$ cat src/rtl/reg_arb_pkg.sv
// Shared types and constants for the two-requester register-bank arbiter.
package reg_arb_pkg;

    localparam int unsigned DATA_W = 8;
    localparam int unsigned ADDR_W = 8;
    localparam int unsigned TMR_W  = 8;

    localparam logic OP_WR = 1'b1;
    localparam logic OP_RD = 1'b0;

    typedef enum logic [1:0] {
        ST_IDLE    = 2'd0,
        ST_ACCESS  = 2'd1,
        ST_RELEASE = 2'd2
    } state_t;

    // Access latched from the granted requester and presented to the register bank.
    typedef struct packed {
        logic              wr_rd_s;
        logic [ADDR_W-1:0] addr;
        logic [DATA_W-1:0] wr_data;
    } acc_t;

endpackage

$ cat src/rtl/rr_arb2.sv
// Two-way round-robin grant: on contention the requester not granted last wins.
module rr_arb2 (
    input  logic req0,
    input  logic req1,
    input  logic last_grant,
    output logic grant
);

    always_comb begin
        grant = 1'b0;
        if (req0 && req1) begin
            grant = ~last_grant;
        end else if (req1) begin
            grant = 1'b1;
        end
    end

endmodule

$ cat src/rtl/reg_arb.sv
// Arbitrates two requesters onto a single register-bank port with ack timeout.
module reg_arb
    import reg_arb_pkg::*;
#(
    parameter int unsigned TIMEOUT = 16
) (
    input  logic              clk,
    input  logic              rst_n,
    input  logic              req0,
    input  logic              req1,
    input  logic              wr_rd_s0,
    input  logic              wr_rd_s1,
    input  logic [ADDR_W-1:0] addr0,
    input  logic [ADDR_W-1:0] addr1,
    input  logic [DATA_W-1:0] wr_data0,
    input  logic [DATA_W-1:0] wr_data1,
    output logic              done0,
    output logic              done1,
    output logic              err,
    output logic [DATA_W-1:0] rd_data_o,
    output logic              sel_en,
    output logic              wr_rd_s,
    output logic [ADDR_W-1:0] addr,
    output logic [DATA_W-1:0] wr_data,
    input  logic [DATA_W-1:0] rd_data,
    input  logic              ack
);

    localparam logic [TMR_W-1:0] TMR_LAST = TMR_W'(TIMEOUT - 1);

    state_t            state_q, state_d;
    logic [TMR_W-1:0]  timer_q, timer_d;
    logic              last_q, last_d;
    acc_t              acc_q, acc_d;
    logic              sel_en_d, done0_d, done1_d, err_d;
    logic [DATA_W-1:0] rd_data_d;
    logic              grant;

    rr_arb2 u_rr_arb2 (
        .req0       (req0),
        .req1       (req1),
        .last_grant (last_q),
        .grant      (grant)
    );

    assign wr_rd_s = acc_q.wr_rd_s;
    assign addr    = acc_q.addr;
    assign wr_data = acc_q.wr_data;

    // last_q doubles as the in-flight owner once a grant is taken.
    always_comb begin
        state_d   = state_q;
        timer_d   = timer_q;
        last_d    = last_q;
        acc_d     = acc_q;
        sel_en_d  = 1'b0;
        done0_d   = 1'b0;
        done1_d   = 1'b0;
        err_d     = 1'b0;
        rd_data_d = rd_data_o;
        case (state_q)
            ST_IDLE: begin
                if (req0 || req1) begin
                    last_d        = grant;
                    acc_d.wr_rd_s = grant ? wr_rd_s1 : wr_rd_s0;
                    acc_d.addr    = grant ? addr1    : addr0;
                    acc_d.wr_data = grant ? wr_data1 : wr_data0;
                    timer_d       = '0;
                    sel_en_d      = 1'b1;
                    state_d       = ST_ACCESS;
                end
            end
            ST_ACCESS: begin
                timer_d  = timer_q + TMR_W'(1);
                sel_en_d = 1'b1;
                // ack wins over a coincident timeout
                if (ack || (timer_q == TMR_LAST)) begin
                    done0_d   = ~last_q;
                    done1_d   = last_q;
                    err_d     = ~ack;
                    rd_data_d = (ack && (acc_q.wr_rd_s == OP_RD)) ? rd_data : '0;
                    sel_en_d  = 1'b0;
                    state_d   = ST_RELEASE;
                end
            end
            ST_RELEASE: begin
                state_d = ST_IDLE;
            end
            default: begin
                state_d = ST_IDLE;
            end
        endcase
    end

    always_ff @(posedge clk or negedge rst_n) begin
        if (!rst_n) begin
            state_q   <= ST_IDLE;
            timer_q   <= '0;
            last_q    <= 1'b1;
            acc_q     <= '0;
            sel_en    <= 1'b0;
            done0     <= 1'b0;
            done1     <= 1'b0;
            err       <= 1'b0;
            rd_data_o <= '0;
        end else begin
            state_q   <= state_d;
            timer_q   <= timer_d;
            last_q    <= last_d;
            acc_q     <= acc_d;
            sel_en    <= sel_en_d;
            done0     <= done0_d;
            done1     <= done1_d;
            err       <= err_d;
            rd_data_o <= rd_data_d;
        end
    end

endmodule

$ cat config.mk
export PLATFORM = sky130hd
export DESIGN_NAME = reg_arb
export DESIGN_NICKNAME = d
export VERILOG_FILES = /design/src/rtl/reg_arb_pkg.sv /design/src/rtl/rr_arb2.sv /design/src/rtl/reg_arb.sv
export SDC_FILE = /design/constraint.sdc
export NUM_CORES = 1
export LEC_CHECK = 0
export BUFFER_PORTS_ARGS = -buffer_cell sky130_fd_sc_hd__buf_2
export CORE_MARGIN = 2
export CORE_UTILIZATION = 50
export CTS_BUF_LIST = sky130_fd_sc_hd__clkbuf_2 sky130_fd_sc_hd__clkbuf_4 sky130_fd_sc_hd__clkbuf_8
export CTS_CLUSTER_DIAMETER = 100
export DETAILED_ROUTE_END_ITERATION = 8
export GPL_ROUTABILITY_DRIVEN = 0
export GPL_TIMING_DRIVEN = 0
export PLACE_DENSITY_LB_ADDON = 0.08
export SYNTH_ARGS = -nofsm -noshare
export SYNTH_HDL_FRONTEND = slang
export SYNTH_HIERARCHICAL = 1
export SYNTH_SLANG_ARGS = --single-unit
$ cat constraint.sdc
create_clock -name clk -period 2.5 [get_ports clk]
set_input_delay 0.5 -clock clk [delete_from_list [all_inputs] [get_ports clk]]
set_output_delay 0.5 -clock clk [all_outputs]
set_load 0.03 [all_outputs]
==> results.json <==
{
  "cts_buffer_depth": 2,
  "critPathCaptureType": "register",
  "critPathLaunchType": "register",
  "clk_latency_ns": 0.29,
  "synth_top_area_frac": 0.5135,
  "grt_max_degree": 41,
  "drc": 0,
  "ir_drop_uv": 920.9,
  "nFillCells": 298,
  "yosysTopAreaCell": "dfrtp_1",
  "coreArea_mm2": 0.003661,
  "worst-path-buf-inv": 2,
  "grt_pass1_wl_mm": 6.755,
  "yosys.area_share.simple": 0.1132,
  "synth_top_family_by_area": "multiplexers",
  "intPower_w": 0.001807,
  "rows": 22,
  "fmax_mhz": 515.8,
  "initial_core_util": 0.5191,
  "synth_edf_count": 0,
  "synth-seq-area-share": 0.5273,
  "synth_nets": 194,
  "synth_area_leaders": "dfrtp_1 (51%), mux2_2 (21%), a221o_1 (4.2%), and2_1 (2.6%), mux2i_1 (1.6%)",
  "clkPwrFrac": 0.169,
  "grt_overflow": 0,
  "path_clk_slew_ns": 0.08,
  "die_width_um": 65.66,
  "tightest_slew_ns": 0.8885,
  "async_flop_share": 1.000,
  "root_buffer": "clkbuf_8",
  "cts_tree": "yes",
  "postCtsSetupRepairBufs": 0,
  "ys.flop_type": "dfrtp_1",
  "slew_violations": 0,
  "final-setup-viol-count": 0,
  "synthXorXnorAreaFrac": 0,
  "dp_hpwl_mm": 3.067,
  "drtIter0Drc": 68,
  "num-nets-final": 276,
  "swShare": 0.4143,
  "ys_seq_elements": 40,
  "synth_cell_type_count": 36,
  "avgSynthCellArea_um2": 13.02,
  "cp_max_fo": 10,
  "min_path_type": "primary input to async pin",
  "die_area_mm2": 0.004311,
  "routedWlPerCell_um": 14.54,
  "synth-compound-area-share": 0.1020,
  "required_ns": 2.68,
  "combPwrFrac": 0.476,
  "power_density_mw_per_mm2": 1260,
  "outcome": "complete, no violations",
  "p_switching_w": 0.001278,
  "cts-htree-levels": 2,
  "cts_resized": 0,
  "path_common_cell": "mux2_2",
  "ios": 76,
  "synthMuxAreaShare": 0.2232,
  "power.total_w": 0.003085,
  "synth_fa_ha_area_frac": 0.006583,
  "period_share": 0.7755,
  "ant_nets": 0,
  "cp_slowest_cell": "buf_1",
  "leakagePower_nw": 1.151,
  "holdBufCountCts": 0,
  "seq_power_share": 0.355,
  "grt_pass1_vias": 1524,
  "num_vias": 1460,
  "tns_ns": 0,
  "routed_wl_mm": 4.027,
  "cp_cell_sequence": "a21boi_2 -> buf_2 -> buf_1 -> mux2_2 -> mux2_2",
  "cp_slowest_stage_delay_ns": 0.43,
  "cts.sinks": 40,
  "rsz0062_at_grt": "false",
  "dr.pass1.iters": 4,
  "period_needed_ns": 1.939,
  "io_buffers": 75,
  "path_delay_family": "buffers and inverters",
  "slew_headroom": 0.4077,
  "yosysMostFrequentCell": "dfrtp_1",
  "cp.arrival_ns": 2.12,
  "worstSetupPathType": "register to register",
  "antenna_found_initial": 0,
  "yosysWarnings": 6,
  "syn-instance-count": 146,
  "maxCapViolations": 0,
  "netlist_top_cells_count": "dfrtp_1 (39), mux2_2 (35), a221o_1 (8), and2_1 (8), nand2_1 (7)",
  "finClkSkew_ns": 0.003607,
  "grtUsageTotal": 0.2073,
  "die_y_um": 65.66,
  "drive_gt1_frac": 0.5677,
  "detail_route.vias_per_cell": 5.271,
  "n_antenna_cell": 0,
  "hold_violations": 0,
  "synth_area_mm2": 0.001901,
  "cts-buffers-inserted": 5,
  "syn2layout_area_growth_pct": 28.77
}
[flip-flops by register name, summed over array words and instances, names as in the netlist]
signal / cells
addr: 8
done0: 1
done1: 1
err: 1
last_q: 1
rd_data_o: 8
sel_en: 1
state_q: 2
timer_q: 8
wr_data: 8
wr_rd_s: 1
[power groups by stage]
| stage | Clock, W | Sequential (W) | Combinational, W |
|---|---|---|---|
| detailed placement | 0 | 0.00111 | 0.00148 |
| finish | 0.000521 | 0.00110 | 0.00147 |
| global route | 0.000560 | 0.00113 | 0.00157 |
| global placement | 0 | 0.00108 | 0.00144 |
| CTS | 0.000536 | 0.00110 | 0.00149 |
| floorplan | 0 | 0.00153 | 0.000617 |
[kinds of logic after synthesis]
logic type / after synthesis
flip-flops: 40
multiplexers: 38
AND/OR/NAND/NOR: 34
AO/OA/AOI/OAI: 24
buffers and inverters: 9
adder cells (fa/ha/maj): 1
[worst paths after layout]
| path | slack [ns] | startpoint | endpoint | depth (start not counted) |
|---|---|---|---|---|
| setup reg to reg | 0.56 | last_q$_DFFE_PN1P_ | addr[2]$_DFFE_PN0P_ | 5 |
| hold reg to reg | 0.51 | addr[4]$_DFFE_PN0P_ | addr[4]$_DFFE_PN0P_ | 1 |
| hold / removal | 0.32 | rst_n | wr_data[1]$_DFFE_PN0P_ | 1 |
| min in group clk | 0.43 | ack | err$_DFF_PN0_ | 2 |
| setup / recovery | 0.56 | last_q$_DFFE_PN1P_ | addr[2]$_DFFE_PN0P_ | 5 |
| max in group asynchronous | 1.61 | rst_n | wr_data[6]$_DFFE_PN0P_ | 1 |
[cell usage in the layout (no fill, tap or decap), types with 2 or more instances in the layout]
cell type	count
a21o_1	2
a221o_1	8
and2_1	8
buf_2	78
buf_4	2
clkbuf_8	5
dfrtp_1	39
inv_1	2
mux2_2	35
mux2i_1	3
nand2_1	7
nor2_1	3
nor3b_1	2
o211ai_1	3
o21ai_0	6
or3_1	2
[final cells by class]
class,count,area [um^2],area share
sequential,40,1002,0.4095
multi-input combinational,97,845.8,0.3456
timing repair buffer,75,375.4,0.1534
clock buffer,5,68.82,0.02812
tap,48,60.06,0.02454
buffer,7,45.04,0.01840
clock inverter,3,42.54,0.01738
inverter,2,7.507,0.003067
[layer usage]
metal	track usage	vias up	part of all wire
li1	-	703	-
met1	0.2534	706	0.42
met2	0.3523	44	0.52
met3	0.04110	7	0.047
met4	0.09375	0	0.016
met5	0	-	0
[metrics by stage]
stage               cells  setup slack (ns)  hold WS [ns]    util  instance area (um^2)
floorplan             146            0.6140        0.2044       -                  1901
global placement      269            0.3316        0.4840  0.6381                  2336
detailed placement    269            0.2870        0.4909  0.6381                  2336
CTS                   277            0.5280        0.3674  0.6685                  2447
global route          277            0.4605        0.3983  0.6685                  2447
finish                277            0.5613        0.3208  0.6685                  2447
Note: power is estimated with default switching activity, not from simulation.
